`src/rtl/fir_stream_ctrl_if.sv`:
```
// fir_stream_ctrl_if: host-side push/pop, FIR AXI-Stream and block status signals of fir_stream_ctrl.
interface fir_stream_ctrl_if #(
  parameter int DATA_W = 32,
  parameter int LEN_W = 10
);
  logic start;
  logic [LEN_W-1:0] data_len;
  logic done_clr;
  logic x_valid;
  logic x_ready;
  logic [DATA_W-1:0] x_data;
  logic y_valid;
  logic y_ready;
  logic [DATA_W-1:0] y_data;
  logic ss_tvalid;
  logic ss_tready;
  logic ss_tlast;
  logic [DATA_W-1:0] ss_tdata;
  logic sm_tvalid;
  logic sm_tready;
  logic sm_tlast;
  logic [DATA_W-1:0] sm_tdata;
  logic ap_start;
  logic ap_idle;
  logic ap_done;
  logic err;
  modport slave (
    input start, data_len, done_clr, x_valid, x_data, y_ready, ss_tready, sm_tvalid, sm_tdata, sm_tlast,
    output x_ready, y_valid, y_data, ss_tvalid, ss_tdata, ss_tlast, sm_tready, ap_start, ap_idle, ap_done, err
  );
  modport master (
    output start, data_len, done_clr, x_valid, x_data, y_ready, ss_tready, sm_tvalid, sm_tdata, sm_tlast,
    input x_ready, y_valid, y_data, ss_tvalid, ss_tdata, ss_tlast, sm_tready, ap_start, ap_idle, ap_done, err
  );
endinterface

```
`src/rtl/fir_stream_ctrl.sv`:
```
// fir_stream_ctrl: sequences one FIR run, buffering host X into the FIR and FIR Y back to the host.
module fir_stream_ctrl #(
  parameter int DATA_W = 32,
  parameter int LEN_W = 10,
  parameter int FIFO_DEPTH = 4
) (
  input logic axis_clk,
  input logic axis_rst_n,
  fir_stream_ctrl_if.slave io
);
  localparam int AW = $clog2(FIFO_DEPTH);
  typedef enum logic [1:0] {IDLE, RUN, DRAIN, DONE} state_t;
  state_t state, nxt;
  logic [LEN_W-1:0] len;
  logic [LEN_W:0] sent, recv, len_x, len_m1;
  logic [DATA_W-1:0] xm [FIFO_DEPTH];
  logic [DATA_W-1:0] ym [FIFO_DEPTH];
  logic [AW-1:0] xw, xr, yw, yr;
  logic [AW:0] xc, yc;
  logic start_acc, x_push, x_pop, y_push, y_pop, mis, ap_start_q, done_q, err_q;
  assign len_x = {1'b0, len};
  assign len_m1 = len_x - (LEN_W+1)'(1);
  assign start_acc = state == IDLE && io.start;
  // counts are powers of two, so the count MSB alone marks a full FIFO
  assign io.x_ready = state == RUN && !xc[AW] && (sent + (LEN_W+1)'(xc)) < len_x;
  assign io.ss_tvalid = state == RUN && |xc;
  assign io.ss_tdata = xm[xr];
  assign io.ss_tlast = io.ss_tvalid && sent == len_m1;
  assign io.sm_tready = (state == RUN || state == DRAIN) && !yc[AW];
  assign io.y_valid = |yc;
  assign io.y_data = ym[yr];
  assign x_push = io.x_valid && io.x_ready;
  assign x_pop = io.ss_tvalid && io.ss_tready;
  assign y_push = io.sm_tvalid && io.sm_tready;
  assign y_pop = io.y_valid && io.y_ready;
  assign mis = y_push && (io.sm_tlast != (recv == len_m1));
  assign io.ap_start = ap_start_q;
  assign io.ap_idle = state == IDLE || state == DONE;
  assign io.ap_done = done_q;
  assign io.err = err_q;
  always_comb begin
    nxt = state;
    unique case (state)
      IDLE: nxt = io.start ? (io.data_len == '0 ? DONE : RUN) : IDLE;
      RUN: nxt = sent == len_x ? DRAIN : RUN;
      DRAIN: nxt = recv == len_x ? DONE : DRAIN;
      default: nxt = IDLE;
    endcase
  end
  always_ff @(posedge axis_clk or negedge axis_rst_n)
    if (!axis_rst_n) begin
      state <= IDLE;
      len <= '0;
      sent <= '0;
      recv <= '0;
      ap_start_q <= 1'b0;
      done_q <= 1'b0;
      err_q <= 1'b0;
      xw <= '0;
      xr <= '0;
      xc <= '0;
      yw <= '0;
      yr <= '0;
      yc <= '0;
    end else begin
      state <= nxt;
      if (start_acc) len <= io.data_len;
      sent <= start_acc ? '0 : sent + (LEN_W+1)'(x_pop);
      recv <= start_acc ? '0 : recv + (LEN_W+1)'(y_push);
      ap_start_q <= start_acc && io.data_len != '0;
      done_q <= start_acc ? io.data_len == '0 : (state == DRAIN && nxt == DONE) || (done_q && !io.done_clr);
      err_q <= !start_acc && (mis || (err_q && !io.done_clr));
      xw <= xw + AW'(x_push);
      xr <= xr + AW'(x_pop);
      xc <= xc + (AW+1)'(x_push) - (AW+1)'(x_pop);
      yw <= yw + AW'(y_push);
      yr <= yr + AW'(y_pop);
      yc <= yc + (AW+1)'(y_push) - (AW+1)'(y_pop);
    end
  always_ff @(posedge axis_clk) begin
    if (x_push) xm[xw] <= io.x_data;
    if (y_push) ym[yw] <= io.sm_tdata;
  end
endmodule
```
`src/flat_wrapper.sv`:
```
// flat-port wrapper written by rule: the top's interface ports become plain ports
module fir_stream_ctrl_flat 
#(
  parameter int DATA_W = 32,
  parameter int LEN_W = 10,
  parameter int FIFO_DEPTH = 4
)
  (axis_clk, axis_rst_n, io_start, io_data_len, io_done_clr, io_x_valid, io_x_data, io_y_ready, io_ss_tready, io_sm_tvalid, io_sm_tdata, io_sm_tlast, io_x_ready, io_y_valid, io_y_data, io_ss_tvalid, io_ss_tdata, io_ss_tlast, io_sm_tready, io_ap_start, io_ap_idle, io_ap_done, io_err);
  fir_stream_ctrl_if #(.DATA_W(DATA_W), .LEN_W(LEN_W)) io_i ();
  input logic axis_clk;
  input logic axis_rst_n;
  input wire logic [$bits(io_i.start)-1:0] io_start;
  input wire logic [$bits(io_i.data_len)-1:0] io_data_len;
  input wire logic [$bits(io_i.done_clr)-1:0] io_done_clr;
  input wire logic [$bits(io_i.x_valid)-1:0] io_x_valid;
  input wire logic [$bits(io_i.x_data)-1:0] io_x_data;
  input wire logic [$bits(io_i.y_ready)-1:0] io_y_ready;
  input wire logic [$bits(io_i.ss_tready)-1:0] io_ss_tready;
  input wire logic [$bits(io_i.sm_tvalid)-1:0] io_sm_tvalid;
  input wire logic [$bits(io_i.sm_tdata)-1:0] io_sm_tdata;
  input wire logic [$bits(io_i.sm_tlast)-1:0] io_sm_tlast;
  output wire logic [$bits(io_i.x_ready)-1:0] io_x_ready;
  output wire logic [$bits(io_i.y_valid)-1:0] io_y_valid;
  output wire logic [$bits(io_i.y_data)-1:0] io_y_data;
  output wire logic [$bits(io_i.ss_tvalid)-1:0] io_ss_tvalid;
  output wire logic [$bits(io_i.ss_tdata)-1:0] io_ss_tdata;
  output wire logic [$bits(io_i.ss_tlast)-1:0] io_ss_tlast;
  output wire logic [$bits(io_i.sm_tready)-1:0] io_sm_tready;
  output wire logic [$bits(io_i.ap_start)-1:0] io_ap_start;
  output wire logic [$bits(io_i.ap_idle)-1:0] io_ap_idle;
  output wire logic [$bits(io_i.ap_done)-1:0] io_ap_done;
  output wire logic [$bits(io_i.err)-1:0] io_err;
  assign io_i.start = io_start;
  assign io_i.data_len = io_data_len;
  assign io_i.done_clr = io_done_clr;
  assign io_i.x_valid = io_x_valid;
  assign io_i.x_data = io_x_data;
  assign io_i.y_ready = io_y_ready;
  assign io_i.ss_tready = io_ss_tready;
  assign io_i.sm_tvalid = io_sm_tvalid;
  assign io_i.sm_tdata = io_sm_tdata;
  assign io_i.sm_tlast = io_sm_tlast;
  assign io_x_ready = io_i.x_ready;
  assign io_y_valid = io_i.y_valid;
  assign io_y_data = io_i.y_data;
  assign io_ss_tvalid = io_i.ss_tvalid;
  assign io_ss_tdata = io_i.ss_tdata;
  assign io_ss_tlast = io_i.ss_tlast;
  assign io_sm_tready = io_i.sm_tready;
  assign io_ap_start = io_i.ap_start;
  assign io_ap_idle = io_i.ap_idle;
  assign io_ap_done = io_i.ap_done;
  assign io_err = io_i.err;
  fir_stream_ctrl #(.DATA_W(DATA_W), .LEN_W(LEN_W), .FIFO_DEPTH(FIFO_DEPTH)) u_core (.axis_clk(axis_clk), .axis_rst_n(axis_rst_n), .io(io_i));
endmodule
```
`config.mk`:
```
export PLATFORM = sky130hd
export DESIGN_NAME = fir_stream_ctrl_flat
export DESIGN_NICKNAME = d
export VERILOG_FILES = /design/src/rtl/fir_stream_ctrl_if.sv /design/src/rtl/fir_stream_ctrl.sv /design/src/flat_wrapper.sv
export SDC_FILE = /design/constraint.sdc
export NUM_CORES = 1
export LEC_CHECK = 0
export ABC_AREA = 1
export CAP_MARGIN = 5
export CORE_ASPECT_RATIO = 0.75
export CORE_MARGIN = 2
export CORE_UTILIZATION = 60
export CTS_CLUSTER_SIZE = 8
export DETAILED_ROUTE_END_ITERATION = 10
export GPL_TIMING_DRIVEN = 1
export PLACE_DENSITY_LB_ADDON = 0.12
export RECOVER_POWER = 50
export SLEW_MARGIN = 20
export SYNTH_ARGS = -nofsm -noshare
export SYNTH_HDL_FRONTEND = slang
export SYNTH_SLANG_ARGS = --single-unit
export TNS_END_PERCENT = 10
```
`constraint.sdc`:
```
create_clock -name axis_clk -period 12.1 [get_ports axis_clk]
set_clock_uncertainty 0.15 [all_clocks]
set_input_delay 1.815 -clock axis_clk [delete_from_list [all_inputs] [get_ports axis_clk]]
set_output_delay 1.815 -clock axis_clk [all_outputs]
set_load 0.02 [all_outputs]
```
==> metrics.md <==
| Metric | Value |
|---|---|
| Status | finished with violations |
| Failing checks | capacitance limit, slew limit |
| Area of the core | 21400 um^2 |
| Share of cells above drive strength 1 | 8.31% |
| Critical path class | flop to output port |
| Unique masters post-synth | 42 |
| Post-Route WL | 28800 um |
| Hold slack | 0.375 ns |
| Root Driver | clkbuf_16 |
| Detailed Routing Iterations Pass 1 | 7 |
| Post CTS Setup Buffer Count | 0 |
| CP startpoint kind | flop |
| Register area share after synthesis | 68.0% |
| Pwr per Cell Area | 263 nW/um^2 |
| FF-to-FF End | u_core.xc[2]$_DFF_PN0_ |
| Dpl cell area | 15000 um^2 |
| Grt ovf | 0 |
| Setup violators final | 0 |
| Vias after detailed routing | 8993 |
| First-pass GRT wire length | 45100 um |
| Slew Limit Fails | 85 |
| Worst-Margin Slew | 2.75 ns |
| Fin. Hold Viols | 0 |
| Reg2reg setup slack | 8.40 ns |
| Critical Path RT | 10.14 ns |
| Buffer depth of the longest clock path | 3 |
| Main synth FF type | edfxtp_1 |
| CTS hold repair buffers | 0 |
| Synth Warn # | 0 |
| WHS Path Cells | 1 |
| Worst min path class | flop to flop |
| CTS tree | done |
| Hold EP | u_core.xw[1]$_DFF_PN0_ |
| Most frequent cells in the layout | edfxtp_1 (256), nor2_1 (168), o21ai_0 (149) |
| PnR worst setup slack | 6.53 ns |
| RSZ-0062 raised after global routing | false |
| F_max | 180 MHz |
| Register area | 8970 um^2 |
| R2r startpoint | u_core.sent[0]$_DFF_PN0_ |
| Synth Register Bits | 307 |
| DR iter-0 viols | 689 |
| GPL Wtd Cong | 0.906 |
| Buffers added on ports | 155 |
| Slew headroom | -83.3% |
| CP Max Fanout | 3 |
| CTS buffer count | 44 |
| Asr flop ratio synth | 16.6% |
| Cells after Synth | 1122 |
| Worst Min Path Start | u_core.xw[1]$_DFF_PN0_ |
| Clock latency on the worst-skew pair | 0.53 ns |
| Crit. End Element | output port |
| Post-Syn Area | 13200 um^2 |
| # Max-Cap Violations | 2 |
| Post-DRT Antenna Nets | 0 |
| H-tree levels | 2 |
| Clock-pin slew on the worst setup and hold paths | 0.06 ns |
| Vias in the first global route | 8789 |
| R2R depth | 18 |
| Final min period | 5.57 ns |
| Gr usage total | 24.8% |
| Largest net degree at the start of global routing | 67 |
| Design Area, Final | 16300 um^2 |
| Starting Density | 61.8% |
| Net Count, Synth | 1237 |
| # nets final | 1403 |
| Post-cts sizing count | 0 |
| Number of flops mapped to enable cells by yosys | 256 |
| Clock sinks | 307 |
| CP arrival | 3.60 ns |
| Rows | 46 |
| Final Cycle Share | 46.0% |
| Multi-input gate area | 3700 um^2 |
| Place WS | 7.04 ns |
| Dpl hpwl | 17400 um |
| Area grow syn2layout | 23.4% |
| DRC violations left | 0 |
| Post-DR wirelength/cell | 17.9 um |
| Leakage | 6.04 nW |
| Io pins | 156 |
| Power, Total | 4.27 mW |
| Commonest non-fill, non-tap cell in the layout | edfxtp_1 |
| Filler cells | 1358 |
| Drt via density | 5.61 |
| Die area | 23200 um^2 |
| Setup TNS | 0 ns |
| Initial antenna violation count | 4 |
| Die span in x | 175 um |
| Die H | 132 um |
| Mean Syn Cell Area | 11.8 um^2 |
| Worst vdd ir | 0.000159 V |
==> worst max path at each step <==
stage / start / to / slack, ns / cells after the start
floorplan: io_sm_tvalid / u_core.ym[0][0]$_DFFE_PP_ / 7.34 / 2
global placement: u_core.sent[2]$_DFF_PN0_ / io_x_ready / 7.13 / 13
detailed placement: u_core.xr[0]$_DFF_PN0_ / io_ss_tdata[19] / 7.04 / 5
CTS: u_core.xr[0]$_DFF_PN0_ / io_ss_tdata[13] / 6.39 / 5
global route: u_core.sent[0]$_DFF_PN0_ / io_x_ready / 6.33 / 14
finish: u_core.sent[0]$_DFF_PN0_ / io_x_ready / 6.53 / 14
==> layer usage <==
metal  wire length, um  share of wire [%]  global-route usage [%]
met5                 0                  0                       0
met4               609                2.1                    7.78
met3              1860                6.5                    4.04
met2             13500                 47                    39.7
met1             12800                 44                    35.2
==> critical path, stage by stage (launching register included) <==
cell,delay (ns)
dfrtp_1,0.41
ha_1,0.23
fa_1,0.41
nand2_1,0.08
a21oi_1,0.11
nand3_1,0.13
xor2_1,0.15
inv_1,0.05
ha_1,0.30
a21oi_1,0.14
o211ai_1,0.11
nand3_1,0.08
nand2_1,0.07
a21boi_1,0.15
clkdlybuf4s50_1,0.63
==> power breakdown <==
group	leakage [nW]	switching, mW	internal (mW)
sequential	2.97	0.140	1.34
clock	0.598	0.421	0.680
combinational	2.47	1.03	0.661
total	6.04	1.59	2.68
==> cells in the mapped netlist, types with 14 or more instances <==
| library cell | count | area, um^2 |
|---|---|---|
| dfrtp_1 | 51 | 1280 |
| nor2_1 | 172 | 646 |
| nand3_1 | 25 | 125 |
| o22ai_1 | 68 | 425 |
| o21ai_0 | 149 | 746 |
| inv_2 | 14 | 52.6 |
| a21oi_1 | 26 | 130 |
| ha_1 | 29 | 363 |
| clkbuf_1 | 36 | 135 |
| nand2_1 | 107 | 402 |
| edfxtp_1 | 256 | 7690 |
| xor2_1 | 27 | 236 |
| inv_1 | 70 | 263 |
| nor3_1 | 14 | 70.1 |
==> kinds of logic after synthesis <==
kind of cell | after synthesis | share of synthesized area (%)
XOR/XNOR | 34 | 2.26
adder cells (fa/ha/maj) | 32 | 3.21
flip-flops | 307 | 68.0
AND/OR/NAND/NOR | 357 | 11.9
buffers and inverters | 137 | 4.13
AO/OA/AOI/OAI | 255 | 10.5
==> metrics by stage <==
stage	utilization [%]	cells
floorplan	-	1122
global placement	70.3	1530
detailed placement	70.3	1530
CTS	76.2	1599
global route	76.2	1603
finish	76.2	1604
==> registers in the layout, summed over array words and instances, names as in the netlist <==
name and count:
u_core.xr 2, u_core.xm 128, u_core.sent 11, u_core.len 10, u_core.ym 128, u_core.io.err 1
u_core.io.ap_start 1, u_core.state 2, u_core.yw 2, u_core.recv 11, u_core.io.ap_done 1, u_core.xw 2
u_core.yr 2, u_core.yc 3, u_core.xc 3
==> area by class of cell <==
class                      instances  share of cell area, %
inverter                          88                   2.03
timing repair buffer             169                   10.1
sequential                       307                   55.1
tap                              288                   2.21
antenna                            5                 0.0769
clock inverter                     3                  0.331
multi-input combinational        678                   22.7
clock buffer                      66                   7.41
Note: power is estimated with default switching activity, not from simulation.
